<file path="config.mk">
export PLATFORM = sky130hd
export DESIGN_NAME = cidx_fb_writer
export DESIGN_NICKNAME = d
export VERILOG_FILES = /design/src/rtl/cidx_fb_pkg.sv /design/src/rtl/cidx_fb_clear_seq.sv /design/src/rtl/cidx_fb_writer.sv
export SDC_FILE = /design/constraint.sdc
export NUM_CORES = 1
export LEC_CHECK = 0
export CORE_ASPECT_RATIO = 0.7
export CORE_MARGIN = 10
export CORE_UTILIZATION = 53
export DETAILED_ROUTE_END_ITERATION = 8
export PLACE_DENSITY = 0.93
export REMOVE_ABC_BUFFERS = 1
export SLEW_MARGIN = 20
export SYNTH_ARGS = -nofsm -noshare
export SYNTH_HDL_FRONTEND = slang
export SYNTH_HIERARCHICAL = 1
export SYNTH_SLANG_ARGS = --single-unit
</file>
<file path="constraint.sdc">
create_clock -name clk -period 4.2 [get_ports clk]
set_clock_uncertainty 0.15 [all_clocks]
set_input_delay 0.84 -clock clk [delete_from_list [all_inputs] [get_ports clk]]
set_output_delay 0.84 -clock clk [all_outputs]
set_load 0.02 [all_outputs]
</file>
<file path="src/rtl/cidx_fb_pkg.sv">
// Shared types for the colour-index framebuffer writer.
// Holds the cidx_t type, index limits, FSM state enum and S1 pipeline bundle.
package cidx_fb_pkg;

    typedef logic [8:0] cidx_t;

    localparam cidx_t CIDX_MIN = 9'd0;
    localparam cidx_t CIDX_MAX = 9'd511;

    // S1 carries a fixed-width address so the struct is independent of
    // the framebuffer geometry; the writer zero-extends into it.
    localparam int ADDR_MAX_W = 32;

    typedef enum logic {
        ST_IDLE,
        ST_CLEAR
    } fb_state_e;

    typedef struct packed {
        logic                  valid;
        logic [ADDR_MAX_W-1:0] addr;
        cidx_t                 cidx;
    } s1_t;

    function automatic cidx_t cidx_max(input cidx_t a, input cidx_t b);
        return (a > b) ? a : b;
    endfunction

endpackage

</file>
<file path="src/rtl/cidx_fb_clear_seq.sv">
// Framebuffer clear sweep sequencer: address counter, busy flag, done pulse.
// Ports: clk, rst_n, start (begin sweep), busy, addr (sweep address), done.
module cidx_fb_clear_seq
    import cidx_fb_pkg::*;
#(
    parameter int N  = 16384,
    parameter int AW = 14
) (
    input  logic          clk,
    input  logic          rst_n,
    input  logic          start,
    output logic          busy,
    output logic [AW-1:0] addr,
    output logic          done
);

    logic [AW-1:0] cnt_q;
    logic          busy_q;

    assign busy = busy_q;
    assign addr = cnt_q;
    assign done = busy_q && (cnt_q == AW'(N - 1));

    always_ff @(posedge clk or negedge rst_n) begin
        if (!rst_n) begin
            busy_q <= 1'b0;
            cnt_q  <= '0;
        end else if (start) begin
            busy_q <= 1'b1;
            cnt_q  <= '0;
        end else if (busy_q) begin
            if (done) begin
                busy_q <= 1'b0;
                cnt_q  <= '0;
            end else begin
                cnt_q <= cnt_q + 1'b1;
            end
        end
    end

endmodule

</file>
<file path="src/rtl/cidx_fb_writer.sv">
// Colour-index framebuffer writer: read-modify-write keeping the max index
// per pixel, with a full-framebuffer clear sweep.
// Ports: in_valid/in_ready/in_x/in_y/in_cidx pixel port, clr_start/busy clear
// control, upd_count changed-word counter, ram_* read and write RAM ports.
// Optional macro FB_FWD_EN: forward S1 result to a same-address S0 pixel
// instead of stalling it for one cycle.
module cidx_fb_writer
    import cidx_fb_pkg::*;
#(
    parameter  int FB_W = 128,
    parameter  int FB_H = 128,
    localparam int XW   = $clog2(FB_W),
    localparam int YW   = $clog2(FB_H),
    localparam int AW   = XW + YW
) (
    input  logic          clk,
    input  logic          rst_n,
    input  logic          in_valid,
    output logic          in_ready,
    input  logic [XW-1:0] in_x,
    input  logic [YW-1:0] in_y,
    input  logic [8:0]    in_cidx,
    input  logic          clr_start,
    output logic          busy,
    output logic [15:0]   upd_count,
    output logic          ram_re,
    output logic [AW-1:0] ram_raddr,
    input  logic [8:0]    ram_rdata,
    output logic          ram_we,
    output logic [AW-1:0] ram_waddr,
    output logic [8:0]    ram_wdata
);

    localparam int N = FB_W * FB_H;

    fb_state_e state_q, state_d;
    s1_t       s1_q, s1_d;

    logic                  rdy_q;
    logic [AW-1:0]         in_addr;
    logic [ADDR_MAX_W-1:0] in_addr_w;
    logic                  addr_hit;
    logic                  hazard;
    logic                  accept;
    logic                  clr_go;
    logic                  clr_busy;
    logic                  clr_done;
    logic [AW-1:0]         clr_addr;
    cidx_t                 old_val;
    cidx_t                 s1_res;
    logic                  s1_wr;

`ifdef FB_FWD_EN
    logic  fwd_sel_q;
    cidx_t fwd_val_q;
`endif

    assign in_addr   = {in_y, in_x};
    assign in_addr_w = ADDR_MAX_W'(in_addr);
    assign addr_hit  = s1_q.valid && (s1_q.addr == in_addr_w);

`ifdef FB_FWD_EN
    assign hazard  = 1'b0;
    assign old_val = fwd_sel_q ? fwd_val_q : ram_rdata;
`else
    // The RAM write for S1 lands at the end of this cycle, so a pixel
    // to the same address must wait one cycle to read the new value.
    assign hazard  = addr_hit;
    assign old_val = ram_rdata;
`endif

    assign s1_wr  = s1_q.valid && (s1_q.cidx > old_val);
    assign s1_res = cidx_max(s1_q.cidx, old_val);

    // rdy_q holds in_ready low through reset and until the first edge after.
    assign in_ready = rdy_q && (state_q == ST_IDLE)
                      && !clr_start && !hazard;
    assign accept   = in_valid && in_ready;
    assign clr_go   = (state_q == ST_IDLE) && clr_start;
    assign busy     = clr_busy;

    cidx_fb_clear_seq #(
        .N  (N),
        .AW (AW)
    ) u_clear (
        .clk   (clk),
        .rst_n (rst_n),
        .start (clr_go),
        .busy  (clr_busy),
        .addr  (clr_addr),
        .done  (clr_done)
    );

    always_comb begin
        state_d = state_q;
        unique case (state_q)
            ST_IDLE:  if (clr_start) state_d = ST_CLEAR;
            ST_CLEAR: if (clr_done)  state_d = ST_IDLE;
            default:  state_d = ST_IDLE;
        endcase
    end

    always_comb begin
        s1_d       = s1_q;
        s1_d.valid = accept;
        if (accept) begin
            s1_d.addr = in_addr_w;
            s1_d.cidx = in_cidx;
        end
    end

    always_comb begin
        ram_re    = accept;
        ram_raddr = accept ? in_addr : '0;
        ram_we    = 1'b0;
        ram_waddr = '0;
        ram_wdata = CIDX_MIN;
        if (state_q == ST_CLEAR) begin
            ram_we    = 1'b1;
            ram_waddr = clr_addr;
            ram_wdata = CIDX_MIN;
        end else if (s1_wr) begin
            ram_we    = 1'b1;
            ram_waddr = s1_q.addr[AW-1:0];
            ram_wdata = s1_q.cidx;
        end
    end

    always_ff @(posedge clk or negedge rst_n) begin
        if (!rst_n) begin
            state_q <= ST_IDLE;
            s1_q    <= '0;
            rdy_q   <= 1'b0;
        end else begin
            state_q <= state_d;
            s1_q    <= s1_d;
            rdy_q   <= 1'b1;
        end
    end

    // Counter restarts as the sweep begins; sweep writes never count.
    always_ff @(posedge clk or negedge rst_n) begin
        if (!rst_n) begin
            upd_count <= '0;
        end else if (clr_go) begin
            upd_count <= '0;
        end else if (s1_wr && (upd_count != 16'hFFFF)) begin
            upd_count <= upd_count + 16'd1;
        end
    end

`ifdef FB_FWD_EN
    always_ff @(posedge clk or negedge rst_n) begin
        if (!rst_n) begin
            fwd_sel_q <= 1'b0;
            fwd_val_q <= CIDX_MIN;
        end else begin
            fwd_sel_q <= accept && addr_hit;
            fwd_val_q <= s1_res;
        end
    end
`else
    // Result only consumed by the forwarding path.
    logic unused_res;
    assign unused_res = ^s1_res;
`endif

endmodule

</file>
## Word-level counts from Yosys, hierarchy flattened

Cells that the tools add are included.

| word-level totals | value |
|---|---|
| output and inout port bits | 57 |
| register bits | 57 |
| logic and storage cells | 45 |
| bits of input ports | 36 |

| operators by class | value |
|---|---|
| magnitude comparators | 1 |
| mux-type cells | 17 |
| bitwise gates (word level) | 1 |
| reductions and logical operators | 13 |
| add/subtract/negate cells | 2 |
| eq/ne operators | 3 |

Operators with widths:

| kind | count |
|---|---|
| 14-bit 2-to-1 mux | 6 |
| 16-bit 2-to-1 mux | 2 |
| 9-bit 2-to-1 mux | 2 |
| 16-bit by 1-bit adder with 16-bit output, second input constant | 1 |
| 16-bit != test, second input constant | 1 |
| 14-bit by 1-bit adder with 14-bit output, second input constant | 1 |
| 14-bit equality test | 1 |
| 14-bit equality test, second input constant | 1 |
| 9-bit > comparator | 1 |
| 1-bit logical AND | 9 |
| 1-bit 2-to-1 mux | 6 |
| 2-bit nonzero test | 2 |
| 1-bit logical NOT | 2 |
| 1-bit one-hot mux with 2 select lines | 1 |
| 1-bit inverter | 1 |

## Logic depth before layout (Yosys ltp)

| logic depth | value |
|---|---|
| depth in word-level cells | 6 |
| depth in mapped cells | 9 |
| gate-level depth less buffers | 7 |

## Modules after synthesis

The synthesis kept the hierarchy.

Modules (own cells, without submodules):

| module | instances | cells an instance | area each (um2) | seq. area each (um2) |
|---|---|---|---|---|
| cidx_fb_writer | 1 | 262 | 2,670.1 | 1,051.0 |
| cidx_fb_clear_seq | 1 | 81 | 783.3 | 375.4 |

## Worst setup path before layout

Ideal clock, no wire load.

| timing path | value |
|---|---|
| path kind | input to output |
| start | input port ram_rdata[8] |
| end | output port ram_wdata[0] |
| buffers on the path | 1 |
| slack | 666 ps |
| data arrival time | 2,544 ps |
| cell stages on the path | 7 |
| required time | 3,210 ps |
| cell sequence | inv_1 ha_1 nand4_1 nor3_2 a2111oi_4 buf_4 nor4_1 |

| between the ends | value |
|---|---|
| word-level cells in the longest chain between the ends | 4 |

Ends and longest elaborated chain:

| element | line | text |
|---|---|---|
| start, declared | cidx_fb_writer.sv:28 | `input logic [8:0] ram_rdata,` |
| 9-bit > comparator | -- |  |
| 1-bit logical AND | cidx_fb_writer.sv:72 | `assign s1_wr = s1_q.valid && (s1_q.cidx > old_val);` |
| 9-bit 2-to-1 mux | cidx_fb_writer.sv:122 | `end else if (s1_wr) begin` |
| 9-bit 2-to-1 mux | cidx_fb_writer.sv:118 | `if (state_q == ST_CLEAR) begin` |
| end, declared | cidx_fb_writer.sv:31 | `output logic [8:0] ram_wdata` |

Every way passes these cells.

## Final worst setup path

| timing path | value |
|---|---|
| start | input port in_x[2] |
| end | output port ram_raddr[9] |

| between the ends | value |
|---|---|
| word-level cells in the longest chain between the ends | 6 |

Ends and longest elaborated chain:

| element | line | text |
|---|---|---|
| start, declared | cidx_fb_writer.sv:20 | `input logic [XW-1:0] in_x,` |
| 14-bit equality test | cidx_fb_writer.sv:60 | `assign addr_hit = s1_q.valid && (s1_q.addr == in_addr_w);` |
| 1-bit logical AND | cidx_fb_writer.sv:60 |  |
| 1-bit logical NOT | cidx_fb_writer.sv:77 | `&& !clr_start && !hazard;` |
| 1-bit logical AND | cidx_fb_writer.sv:77 |  |
| 1-bit logical AND | cidx_fb_writer.sv:78 | `assign accept = in_valid && in_ready;` |
| 14-bit 2-to-1 mux | cidx_fb_writer.sv:114 | `ram_raddr = accept ? in_addr : '0;` |
| end, declared | cidx_fb_writer.sv:27 | `output logic [AW-1:0] ram_raddr,` |

Every way passes these cells.

==> report_table.html <==
<table>
<tr><th>Metric</th><th>Value</th></tr>
<tr><th colspan="2">Floorplanning</th></tr>
<tr><td>Number of I/O pins</td><td>93</td></tr>
<tr><td>Die Span X</td><td>between 100 and 150 um</td></tr>
<tr><td>Floorplan Core Area</td><td>0.006276 mm^2</td></tr>
<tr><td>Die Span Y</td><td>87.54 um</td></tr>
<tr><td>Site Rows</td><td>24</td></tr>
<tr><td>Effective utilization at floorplan</td><td>55.02%</td></tr>
<tr><td>Overall die area</td><td>between 0.01 and 0.015 mm^2</td></tr>
<tr><th colspan="2">Global routing</th></tr>
<tr><td>Number of antenna violations at the first check in global routing</td><td>0</td></tr>
<tr><td>Vias in the first global route</td><td>roughly 3200</td></tr>
<tr><td>GR met2 Demand/Resource</td><td>33.50%</td></tr>
<tr><td>Met1 routing resource usage after global routing</td><td>23.97%</td></tr>
<tr><td>Most Used Layer, Global Route</td><td>met2</td></tr>
<tr><td>Total grt overflow</td><td>0</td></tr>
<tr><td>Largest net degree at the start of global routing</td><td>36</td></tr>
<tr><td>First-pass GRT wire length</td><td>16240 um</td></tr>
<tr><td>Total global routing track utilization</td><td>20.30%</td></tr>
<tr><td>Met3 track demand over resource in global routing</td><td>8.470%</td></tr>
<tr><th colspan="2">Flow run</th></tr>
<tr><td>Max-cap check violation count</td><td>0</td></tr>
<tr><th colspan="2">Placement</th></tr>
<tr><td>Weighted congestion reported at the end of routability-driven placement</td><td>0.8865</td></tr>
<tr><td>I/O Buffers</td><td>92</td></tr>
<tr><td>Total placed instance area</td><td>0.004502 mm^2</td></tr>
<tr><td>Half-perimeter wire length of the detailed placement result</td><td>7334 um</td></tr>
<tr><th colspan="2">Power</th></tr>
<tr><td>Static Leak</td><td>2.033 nW</td></tr>
<tr><td>Total power density per cell area</td><td>309.7 mW/mm^2</td></tr>
<tr><td>Largest voltage drop on the vdd net</td><td>just under 0.2 mV</td></tr>
<tr><td>Clk network pwr share</td><td>33.6%</td></tr>
<tr><td>Switching share of total power</td><td>31.31%</td></tr>
<tr><td>Switching component of the power</td><td>0.0004501 W</td></tr>
<tr><td>Part of the total power dissipated in combinational logic</td><td>20.1%</td></tr>
<tr><td>Register share of total power</td><td>between 40% and 50%</td></tr>
<tr><td>Internal Pwr Total</td><td>0.0009875 W</td></tr>
<tr><th colspan="2">Synthesis</th></tr>
<tr><td>Sequential element share of the synthesized area</td><td>41.30%</td></tr>
<tr><td>Post-synth EDFFs</td><td>0</td></tr>
<tr><td>Post-Syn Instances</td><td>343</td></tr>
<tr><td>Netlist area before placement</td><td>0.003453 mm^2</td></tr>
<tr><td>Synth warn</td><td>6</td></tr>
<tr><td>Fraction of registers with async set or reset after synthesis</td><td>100.0%</td></tr>
<tr><td>Distinct cell type count after synthesis</td><td>50</td></tr>
<tr><td>Avg Inst Size Synth</td><td>10.07 um^2</td></tr>
<tr><td>Top_reg_cell synth</td><td>sky130_fd_sc_hd__dfrtp_1</td></tr>
<tr><td>Yosys reg bits</td><td>57</td></tr>
<tr><th colspan="2">Clock network</th></tr>
<tr><td>Hold-fix buffers, CTS</td><td>0</td></tr>
<tr><td>Total clock sinks</td><td>57</td></tr>
<tr><td>Number of buffers added by the clock tree synthesis step</td><td>9</td></tr>
<tr><td>Clock-pin slew on the worst setup and hold paths</td><td>roughly 60 ps</td></tr>
<tr><td>Skew-Pair Late Insertion Delay</td><td>350 ps</td></tr>
<tr><td>Clock tree root buffer cell</td><td>sky130_fd_sc_hd__clkbuf_8</td></tr>
<tr><td>Maximum buffer depth of the clock tree</td><td>2</td></tr>
<tr><td>H-tree levels</td><td>3</td></tr>
<tr><td>CTS tree</td><td>built</td></tr>
<tr><th colspan="2">Timing</th></tr>
<tr><td>Least-Margin Pin Slew</td><td>just under 900 ps</td></tr>
<tr><td>Post-layout minimum cycle time</td><td>4097 ps</td></tr>
<tr><td>Total count of hold-check failures in the final report</td><td>0</td></tr>
<tr><td>Max Transition Viols Final</td><td>0</td></tr>
<tr><td>Setup-violating endpoint count in the final report</td><td>0</td></tr>
<tr><td>Hold Worst Slack</td><td>312.8 ps</td></tr>
<tr><td>Maximum achievable frequency</td><td>244.1 MHz</td></tr>
<tr><td>Period Utilization, post-route</td><td>97.55%</td></tr>
<tr><td>Worst max-slew margin expressed relative to the limit</td><td>40.37%</td></tr>
<tr><th colspan="2">Cells and area</th></tr>
<tr><td>Fraction of layout instances using a drive strength above 1</td><td>19.73%</td></tr>
<tr><td>Post-route cell area</td><td>0.004642 mm^2</td></tr>
<tr><td>Final Util</td><td>between 70 and 80%</td></tr>
<tr><td>ANT cells</td><td>0</td></tr>
<tr><td>Net count, final</td><td>494</td></tr>
<tr><td>Most common cell after layout, fill and taps aside</td><td>sky130_fd_sc_hd__clkdlybuf4s50_1</td></tr>
<tr><td>Most frequent cells in the layout</td><td>sky130_fd_sc_hd__clkdlybuf4s50_1 (67), sky130_fd_sc_hd__dfrtp_1 (57), sky130_fd_sc_hd__and2_1 (23)</td></tr>
<tr><td>Synth-to-layout area growth</td><td>34.42%</td></tr>
<tr><th colspan="2">Setup path</th></tr>
<tr><td>Category of the worst setup path capture point</td><td>output pin</td></tr>
<tr><td>Worst-case reg-to-reg path depth</td><td>8</td></tr>
<tr><td>Worst r2r src</td><td>s1_q[8]</td></tr>
<tr><td>Cells traversed along the worst timing path</td><td>clkdlybuf4s50_1, xnor2_1, nand4_1, nor4_4, nor2_2, buf_12, and2_1, clkdlybuf4s50_1</td></tr>
<tr><td>Worst endpoint data arrival time</td><td>3110 ps</td></tr>
<tr><td>Reg-to-reg setup timing slack</td><td>1520 ps</td></tr>
<tr><td>End of the worst register-to-register path</td><td>upd_count[14]</td></tr>
<tr><td>CP Class</td><td>input pin to output pin</td></tr>
<tr><td>Highest net fanout along the worst path</td><td>28</td></tr>
<tr><td>Startpoint Class</td><td>input pin</td></tr>
<tr><td>Worst endpoint required time</td><td>3210 ps</td></tr>
<tr><td>Delay contributed by the slowest stage of the critical path</td><td>570 ps</td></tr>
<tr><td>Buf+Inv Stages, Crit Path</td><td>3</td></tr>
<tr><td>Cell seen most often among critical-path stages</td><td>sky130_fd_sc_hd__clkdlybuf4s50_1</td></tr>
<tr><td>Family of cells with the greatest summed delay on the critical path</td><td>buffers and inverters</td></tr>
<tr><td>CP max stage cell</td><td>sky130_fd_sc_hd__clkdlybuf4s50_1</td></tr>
<tr><td>Critical path depth</td><td>8</td></tr>
<tr><th colspan="2">Detailed routing</th></tr>
<tr><td>Number of DRC markers after the initial detailed-route iteration</td><td>190</td></tr>
<tr><td>Wirelength per Cell</td><td>19.86 um</td></tr>
<tr><td>Number of antenna-violating nets in the routed design</td><td>0</td></tr>
<tr><td>Final Routed Wirelength</td><td>10510 um</td></tr>
<tr><td>Length of the first detailed-routing pass in iterations</td><td>4</td></tr>
<tr><td>Avg Vias per Cell</td><td>5.983</td></tr>
<tr><td>Post-detailed-route DRC marker count</td><td>0</td></tr>
<tr><td>Via total after detailed routing</td><td>3165</td></tr>
<tr><th colspan="2">Worst hold path</th></tr>
<tr><td>Min-Delay Path Class</td><td>input pin to async pin</td></tr>
<tr><th colspan="2">Run status</th></tr>
<tr><td>Result of the run</td><td>finished, final reports clean</td></tr>
</table>
==> kinds of logic after synthesis <==
group,share of synthesized area (%)
buffers and inverters,4.203
AND/OR/NAND/NOR,20.76
multiplexers,8.913
flip-flops,41.30
XOR/XNOR,6.087
adder cells (fa/ha/maj),3.985
AO/OA/AOI/OAI,14.64
other,0.1086
==> per-layer routing <==
layer,share of wire [%],routed length (um)
met2,49,5133
met1,41,4287
met3,8.4,878
met4,2.0,208
met5,0,0
==> cell usage after synthesis (all sizes together) (2+ instances only) <==
master / count / area (um^2)
nor2: 21 / 78.83
a22o: 14 / 122.6
nor4: 8 / 56.30
and2: 23 / 143.9
nand2b: 4 / 25.02
a31oi: 3 / 18.77
nand3: 14 / 70.07
a21o: 2 / 15.01
o31a: 2 / 17.52
mux2: 23 / 277.8
and3: 5 / 31.28
or4: 7 / 52.55
mux2i: 3 / 30.03
inv: 14 / 52.55
o21a: 2 / 15.01
o21ai: 13 / 68.82
o2111ai: 5 / 43.79
clkbuf: 5 / 18.77
buf: 11 / 73.81
o31ai: 5 / 37.54
nor3: 2 / 20.02
nand4: 11 / 83.83
a21oi: 16 / 83.83
nand2: 17 / 63.81
o211ai: 2 / 15.01
and4: 2 / 17.52
xor2: 4 / 35.03
xnor2: 20 / 175.2
or3: 7 / 43.79
ha: 11 / 137.6
dfrtp: 57 / 1426
==> worst register-to-register path: stages, from the launching register on <==
cell                      delay, ps
sky130_fd_sc_hd__dfrtp_1        410
sky130_fd_sc_hd__ha_1           320
sky130_fd_sc_hd__nand4_1        180
sky130_fd_sc_hd__buf_4          210
sky130_fd_sc_hd__o31a_1         310
sky130_fd_sc_hd__buf_4          170
sky130_fd_sc_hd__o21ai_1        480
sky130_fd_sc_hd__nor4_1         160
sky130_fd_sc_hd__mux2i_1        170
==> power by group through the flow <==
| stage | clock network (W) | logic, W | registers, W |
|---|---|---|---|
| after floorplan | 0 | 0.000173 | 0.000649 |
| after global placement | 0 | 0.000303 | 0.000669 |
| after detailed placement | 0 | 0.000315 | 0.000670 |
| after CTS | 0.000484 | 0.000297 | 0.000662 |
| after global routing | 0.000511 | 0.000312 | 0.000672 |
| final | 0.000483 | 0.000289 | 0.000666 |
==> what timing repair did <==
action,CTS,global route
buffers inserted,2,0
pin swaps,3,2
gates resized for setup,32,44
cloned,0,0
endpoints found under the setup margin,23,23
==> per-stage QoR <==
step / TNS [ps] / std cells / total power (W) / setup WS [ps]
3_3_place_gp: -2408 / 512 / 0.0009720 / -160.2
3_5_place_dp: -4869 / 512 / 0.0009851 / -267.4
6_report: 0 / 529 / 0.001438 / 102.8
2_1_floorplan: 0 / 327 / 0.0008219 / 58.03
5_1_grt: -23.79 / 529 / 0.001495 / -12.02
4_1_cts: 0 / 529 / 0.001444 / 1.174
==> area by class of cell <==
type | count | area, um^2
inverter | 14 | 52.55
fill | 410 | 1634
clock buffer | 13 | 168.9
clock inverter | 2 | 12.51
sequential | 57 | 1426
multi-input combinational | 256 | 1929
timing repair buffer | 109 | 954.7
tap | 78 | 97.59
==> sequential cells by signal (all words and copies together), names as in the netlist <==
signal        cells
u_clear/addr     14
s1_q             24
state_q           1
upd_count        16
u_clear/busy      1
rdy_q             1
==> how the worst max path moves through the flow <==
stage / start / endpoint
after detailed placement: ram_rdata[6] / ram_waddr[1]
final: in_x[2] / ram_raddr[9]
after floorplan: in_x[2] / ram_raddr[0]
after global routing: ram_rdata[2] / ram_waddr[9]
after CTS: ram_rdata[6] / ram_we
after global placement: ram_rdata[6] / ram_waddr[2]
Note: power is estimated with default switching activity, not from simulation.
